## src/rtl/fetch_queue.sv

```systemverilog
// rtl/fetch_queue.sv - instruction fetch front end with prefetch FIFO and redirect flush
module fetch_queue #(
    parameter int          DEPTH    = 4,
    parameter logic [31:0] RESET_PC = 32'h0000_0000
) (
    input  logic                     clk,
    input  logic                     reset,
    output logic                     imem_req,
    output logic [31:0]              imem_addr,
    input  logic                     imem_gnt,
    input  logic                     imem_rvalid,
    input  logic [31:0]              imem_rdata,
    input  logic                     redirect_valid,
    input  logic [31:0]              redirect_pc,
    output logic                     instr_valid,
    input  logic                     instr_ready,
    output logic [31:0]              instr,
    output logic [31:0]              instr_pc,
    output logic [31:0]              instr_pc_plus_4,
    output logic [$clog2(DEPTH):0]   q_count
);

    localparam int AW = $clog2(DEPTH);
    localparam int CW = AW + 1;

    logic [31:0]   fetch_pc;
    logic [31:0]   inflight_pc;
    logic          inflight;
    logic [AW-1:0] rd_ptr;
    logic [AW-1:0] wr_ptr;
    logic [CW-1:0] count;
    logic [CW:0]   credit_used;
    logic          accept;
    logic          push;
    logic          pop;

    logic [31:0] word_mem [DEPTH];
    logic [31:0] pc_mem   [DEPTH];
    logic [31:0] pc4_mem  [DEPTH];

    // Credit counts buffered plus in-flight words so a response always has a free slot.
    assign credit_used = {1'b0, count} + (CW+1)'(inflight);
    assign imem_req    = !reset && !redirect_valid && (credit_used < (CW+1)'(DEPTH));
    assign imem_addr   = fetch_pc;
    assign accept      = imem_req && imem_gnt;
    assign push        = imem_rvalid && inflight && !redirect_valid;
    assign pop         = instr_valid && instr_ready && !redirect_valid;

    assign instr_valid     = (count != '0);
    assign q_count         = count;
    assign instr           = instr_valid ? word_mem[rd_ptr] : 32'h0;
    assign instr_pc        = instr_valid ? pc_mem[rd_ptr]   : 32'h0;
    assign instr_pc_plus_4 = instr_valid ? pc4_mem[rd_ptr]  : 32'h0;

    always_ff @(posedge clk) begin
        if (reset) begin
            fetch_pc    <= RESET_PC;
            inflight    <= 1'b0;
            inflight_pc <= 32'h0;
            rd_ptr      <= '0;
            wr_ptr      <= '0;
            count       <= '0;
        end else if (redirect_valid) begin
            fetch_pc <= {redirect_pc[31:2], 2'b00};
            inflight <= 1'b0;
            rd_ptr   <= '0;
            wr_ptr   <= '0;
            count    <= '0;
        end else begin
            if (accept) begin
                fetch_pc    <= fetch_pc + 32'd4;
                inflight_pc <= fetch_pc;
                inflight    <= 1'b1;
            end else if (imem_rvalid) begin
                inflight <= 1'b0;
            end
            if (push) begin
                wr_ptr <= wr_ptr + AW'(1);
            end
            if (pop) begin
                rd_ptr <= rd_ptr + AW'(1);
            end
            case ({push, pop})
                2'b10:   count <= count + CW'(1);
                2'b01:   count <= count - CW'(1);
                default: count <= count;
            endcase
        end
    end

    always_ff @(posedge clk) begin
        if (!reset && push) begin
            word_mem[wr_ptr] <= imem_rdata;
            pc_mem[wr_ptr]   <= inflight_pc;
            pc4_mem[wr_ptr]  <= inflight_pc + 32'd4;
        end
    end

endmodule
```

## config.mk

```make
export PLATFORM = sky130hd
export DESIGN_NAME = fetch_queue
export DESIGN_NICKNAME = d
export VERILOG_FILES = /design/src/rtl/fetch_queue.sv
export SDC_FILE = /design/constraint.sdc
export NUM_CORES = 1
export LEC_CHECK = 0
export CORE_ASPECT_RATIO = 1.25
export CORE_MARGIN = 2
export CORE_UTILIZATION = 30
export CTS_CLUSTER_DIAMETER = 50
export CTS_CLUSTER_SIZE = 14
export DETAILED_ROUTE_END_ITERATION = 8
export GPL_ROUTABILITY_DRIVEN = 0
export PLACE_DENSITY_LB_ADDON = 0.3
export SLEW_MARGIN = 40
export SYNTH_ARGS = -nofsm -noshare
export SYNTH_HDL_FRONTEND = slang
export SYNTH_SLANG_ARGS = --single-unit
```

## constraint.sdc

```tcl
create_clock -name clk -period 3.6 [get_ports clk]
set_input_delay 0.72 -clock clk [delete_from_list [all_inputs] [get_ports clk]]
set_output_delay 0.72 -clock clk [all_outputs]
set_load 0.02 [all_outputs]
```

## Yosys cells after proc, flatten, opt, wreduce, memory -nomap -nowiden

Memory sizes are Yosys's and may differ from the RTL's. A register that Yosys moved wholly into a read port is not among the register bits.
Cells that the tools add are included.

| operators by class | value |
|---|---|
| eq/ne operators | 2 |
| $add $sub $neg | 7 |
| reduce and logical (&&, ||, !) cells | 16 |
| bitwise gates (word level) | 1 |
| multiplexer cells | 16 |
| order comparisons | 1 |

Operators by type and width:

| cell | count |
|---|---|
| 32-bit 2-to-1 mux | 5 |
| 32-bit by 3-bit adder with 32-bit output (second input constant) | 2 |
| 2-bit 2-to-1 mux | 6 |
| 1-bit logical AND | 8 |
| 3-bit case mux with 2 select lines | 1 |
| 2-bit nonzero test | 3 |
| 2-bit by 1-bit adder with 2-bit output (second input constant) | 2 |
| 3-bit by 1-bit adder with 4-bit output | 1 |
| 4-bit by 3-bit < comparator with 1-bit output (second input constant) | 1 |
| 1-bit 2-to-1 mux | 4 |
| 3-bit by 1-bit adder with 3-bit output (second input constant) | 1 |
| 3-bit nonzero test | 1 |
| 3-bit by 1-bit subtractor with 3-bit output (second input constant) | 1 |
| 2-bit by 1-bit equality test with 1-bit output (second input constant) | 1 |
| 2-bit equality test (second input constant) | 1 |
| 1-bit logical NOT | 2 |
| 2-bit AND reduction | 1 |
| 2-bit OR reduction | 1 |
| 1-bit inverter | 1 |

| storage, ports and cells | value |
|---|---|
| register bits | 72 |
| RAM bits | 384 |
| memories kept | 3 |
| word-level logic and storage cells | 53 |
| input port bits | 70 |

Memory list:

| memory | words | bits a word | rd ports | clocked after memory_dff | wr ports | RTL line | source |
|---|---|---|---|---|---|---|---|
| pc4_mem | 4 | 32 | 1 | 1 | 1 | 39 | `logic [31:0] pc4_mem [DEPTH];` |
| pc_mem | 4 | 32 | 1 | 1 | 1 | 38 | `logic [31:0] pc_mem [DEPTH];` |
| word_mem | 4 | 32 | 1 | 1 | 1 | 37 | `logic [31:0] word_mem [DEPTH];` |

## Depth between registers and ports, before layout

| depth | value |
|---|---|
| depth after elaboration | 6 |
| mapped depth | 10 |

## Worst setup path after synthesis

Ideal clock, no wire load.

| path | value |
|---|---|
| path type | input to register |
| start point | input port redirect_valid |
| end point | memory pc4_mem[0][10] (enable) |
| cell stages on the path | 4 |
| data arrival time | 3423 ps |
| setup slack | -284 ps |
| buffers on the path | 2 |
| cell sequence | clkbuf_1 -> clkbuf_1 -> nor2_1 -> and3_1 |

| between the ends | value |
|---|---|
| longest elaborated chain between the ends | 5 |

RTL lines:

| element | RTL line | source |
|---|---|---|
| start: declaration | 13 | `input logic redirect_valid,` |
| 1-bit logical NOT | 46 | `assign push = imem_rvalid && inflight && !redirect_valid;` |
| 1-bit logical AND | 46 |  |
| 1-bit logical AND | 92 | `if (!reset && push) begin` |
| 1-bit 2-to-1 mux | 92 |  |
| 1-bit 2-to-1 mux (not written as such) | 95 | `pc4_mem[wr_ptr] <= inflight_pc + 32'd4;` |
| end: declaration | 39 |  |

Every way passes these cells.

==> results.ini <==
[final_layout]
layout.nets = 1376
finish.utilization_pct = 37.72
syn_to_final_growth_pct = 24.64
layout-drive-gt1-share_pct = 14.83

[drt]
wl_per_cell_um = 19.99
wl_um = 41580
ant_nets = 0
route.detailed.drc = 0
via_per_inst = 4.842
first_iter_violations = 588
drtPass1Iterations = 4
vias = 10070

[grt]
grt_pass1_vias = 10610
grtUsageTotal_pct = 13.58
grt_antenna_before_repair = 1
grt_max_degree = 60
gr-total-overflow = 0
grt_pass1_wl_um = 63420

[floorplanning]
core-area_um2 = 58340
die_w_um = 221.0
ios = 203
rows = 99
die_h_um = 275.2
dieArea_um2 = 60820
initial_utilization_pct = 30.26

[synthesis]
synth_commonest_cells = edfxtp_1, nand2_1, and2_1
synthTopCellsByArea = edfxtp_1, mux4_2, dfxtp_1
synth_top_area_share_pct = 62.59
ys_seq_elements = 438
syn_area_per_cell_um2 = 16.20
synth_ff_type = edfxtp_1
synth_edf_count = 368
syn_inst = 1090
netlist_area_um2 = 17650
synth_top_area_cell = edfxtp_1
synth.most_common_cell = edfxtp_1
ys_seq_area_share_pct = 70.53
yosysUniqueCellTypes = 50
synthArstFlopShare_pct = 0
yosys_warnings = 0

[sta]
finalSetupViolCount = 0
rsz0062_at_grt = no
fin_setup_tns_ns = 0
slew_headroom_pct = 52.36
fin_hold_ws_ns = 0.4889
hold_viol = 0
tightestPinTransition_ns = 0.7120
fin_worst_skew_ns = 0.02949
final.setup.worst_slack_ns = 0.2924
min_period_over_period_pct = 91.88
maxSlewViolCount = 0
post-route-min-period_ns = 3.308
max_freq_mhz = 302.3

[cts]
clk_path_buf_depth = 3
cts_num_sinks = 438
clk_latency_ns = 0.56
cts_tree = done
htree_levels = 2
cts.repair.resized = 0
ctsHoldBuffers = 0
cts_buffers = 42
cts-root-buf = clkbuf_16
clkSlewWorstSetupHoldPaths_ns = 0.06
post_cts_buffers = 0

[worst_setup_path]
slowest_stage = mux4_2
crit_type = reg -> out
path_cells = buf_12, mux4_2, and2_1, clkdlybuf4s50_1
slowest_delay_ns = 0.61
r2r-start = q_count[1]
cp.arrival_ns = 2.59
cp.required_ns = 2.88
cp-end-kind = output pin
cp-start-kind = register
path_max_fanout = 33

[power_and_ir_drop]
power.switching_mw = 2.056
clkPwrFrac_pct = 42.2
leakagePower_nw = 6.752
power.total_mw = 10.07
intPower_mw = 8.017
power_switching_share_pct = 20.41
powerDensity_nw_per_um2 = 457.8
ir_drop_mv = 0.3080
power_frac_seq_pct = 55.0
p_comb_share_pct = 2.8

[run_status]
status = completed

[hold_path]
hold_start = inflight
hp-class = reg -> reg

[place]
place_ws_ns = 0.3460
io_buffers = 194
hpwlAfterDp_um = 25360

[job]
max_cap_violations = 0

-- registers in the layout (all words and copies together) (netlist names), named ones only --
signal       cells
imem_addr       30
pc_mem         120
word_mem       128
wr_ptr           2
inflight_pc     30
rd_ptr           2
q_count          3
pc4_mem        120
inflight         1
-- critical path, delay by kind of cell (launching register included) --
kind / cells / cell delay (ns)
buf+inv: 2 / 0.81
flops: 1 / 0.39
mux: 1 / 0.61
simple gates: 1 / 0.18
-- layout by cell type (no fill, tap or decap), types with 15 or more instances in the layout --
cell type        count
mux4_2              92
nor2_1              27
nand3_1             23
buf_4               16
nand2_1            104
clkbuf_16           44
dfxtp_1             68
inv_1               16
xnor2_1             26
clkdlybuf4s50_1    193
and2_1              97
a21oi_1             51
a31oi_1             15
edfxtp_1           368
-- routing by layer --
metal,track usage [%],part of all wire (%)
met1,17.05,43
met2,23.91,50
met3,2.374,4.2
met4,4.292,2.5
met5,0,0
-- per-stage QoR --
step,instance area [µm²],cells
3_3_place_gp,20710,2011
5_1_grt,22000,2079
6_report,22000,2080
4_1_cts,22000,2079
3_5_place_dp,20710,2011
2_1_floorplan,17680,1095
-- path summary, 6_finish.rpt --
check / slack [ns] / to / cells after the start
max: 0.29 / instr_pc_plus_4[25] / 4
min: 0.49 / inflight / 2
max reg2reg: 0.89 / q_count[2] / 9
min reg2reg: 0.49 / inflight / 2
-- area by class of cell --
type                    instances  area (µm²)
fillers                      5467       36340
clock inverters                13       147.6
repair buffers                224        2337
multi-input cells             576        4905
clock buffers                  55        1146
flip-flops and latches        438       12460
diodes                          1       2.502
well taps                     757       947.2
inverters                      16       60.06
-- cells by family (layout without fill, tap and decap cells) --
logic type	Yosys count	count (layout)	synth area share, %
AO/OA/AOI/OAI	103	103	3.508
XOR/XNOR	39	39	1.935
adder cells (fa/ha/maj)	8	8	0.6095
buffers and inverters	81	308	1.949
flip-flops	438	438	70.53
multiplexers	93	93	11.79
other	1	7	0.02124
AND/OR/NAND/NOR	327	327	9.653
-- power groups by stage --
stage	registers (mW)	logic, mW	clock network, mW
6_report	5.54	0.285	4.25
5_1_grt	5.54	0.310	4.59
4_1_cts	5.53	0.287	4.41
3_5_place_dp	5.64	0.286	0
3_3_place_gp	5.64	0.281	0
2_1_floorplan	5.65	0.104	0
Note: power is estimated with default switching activity, not from simulation.
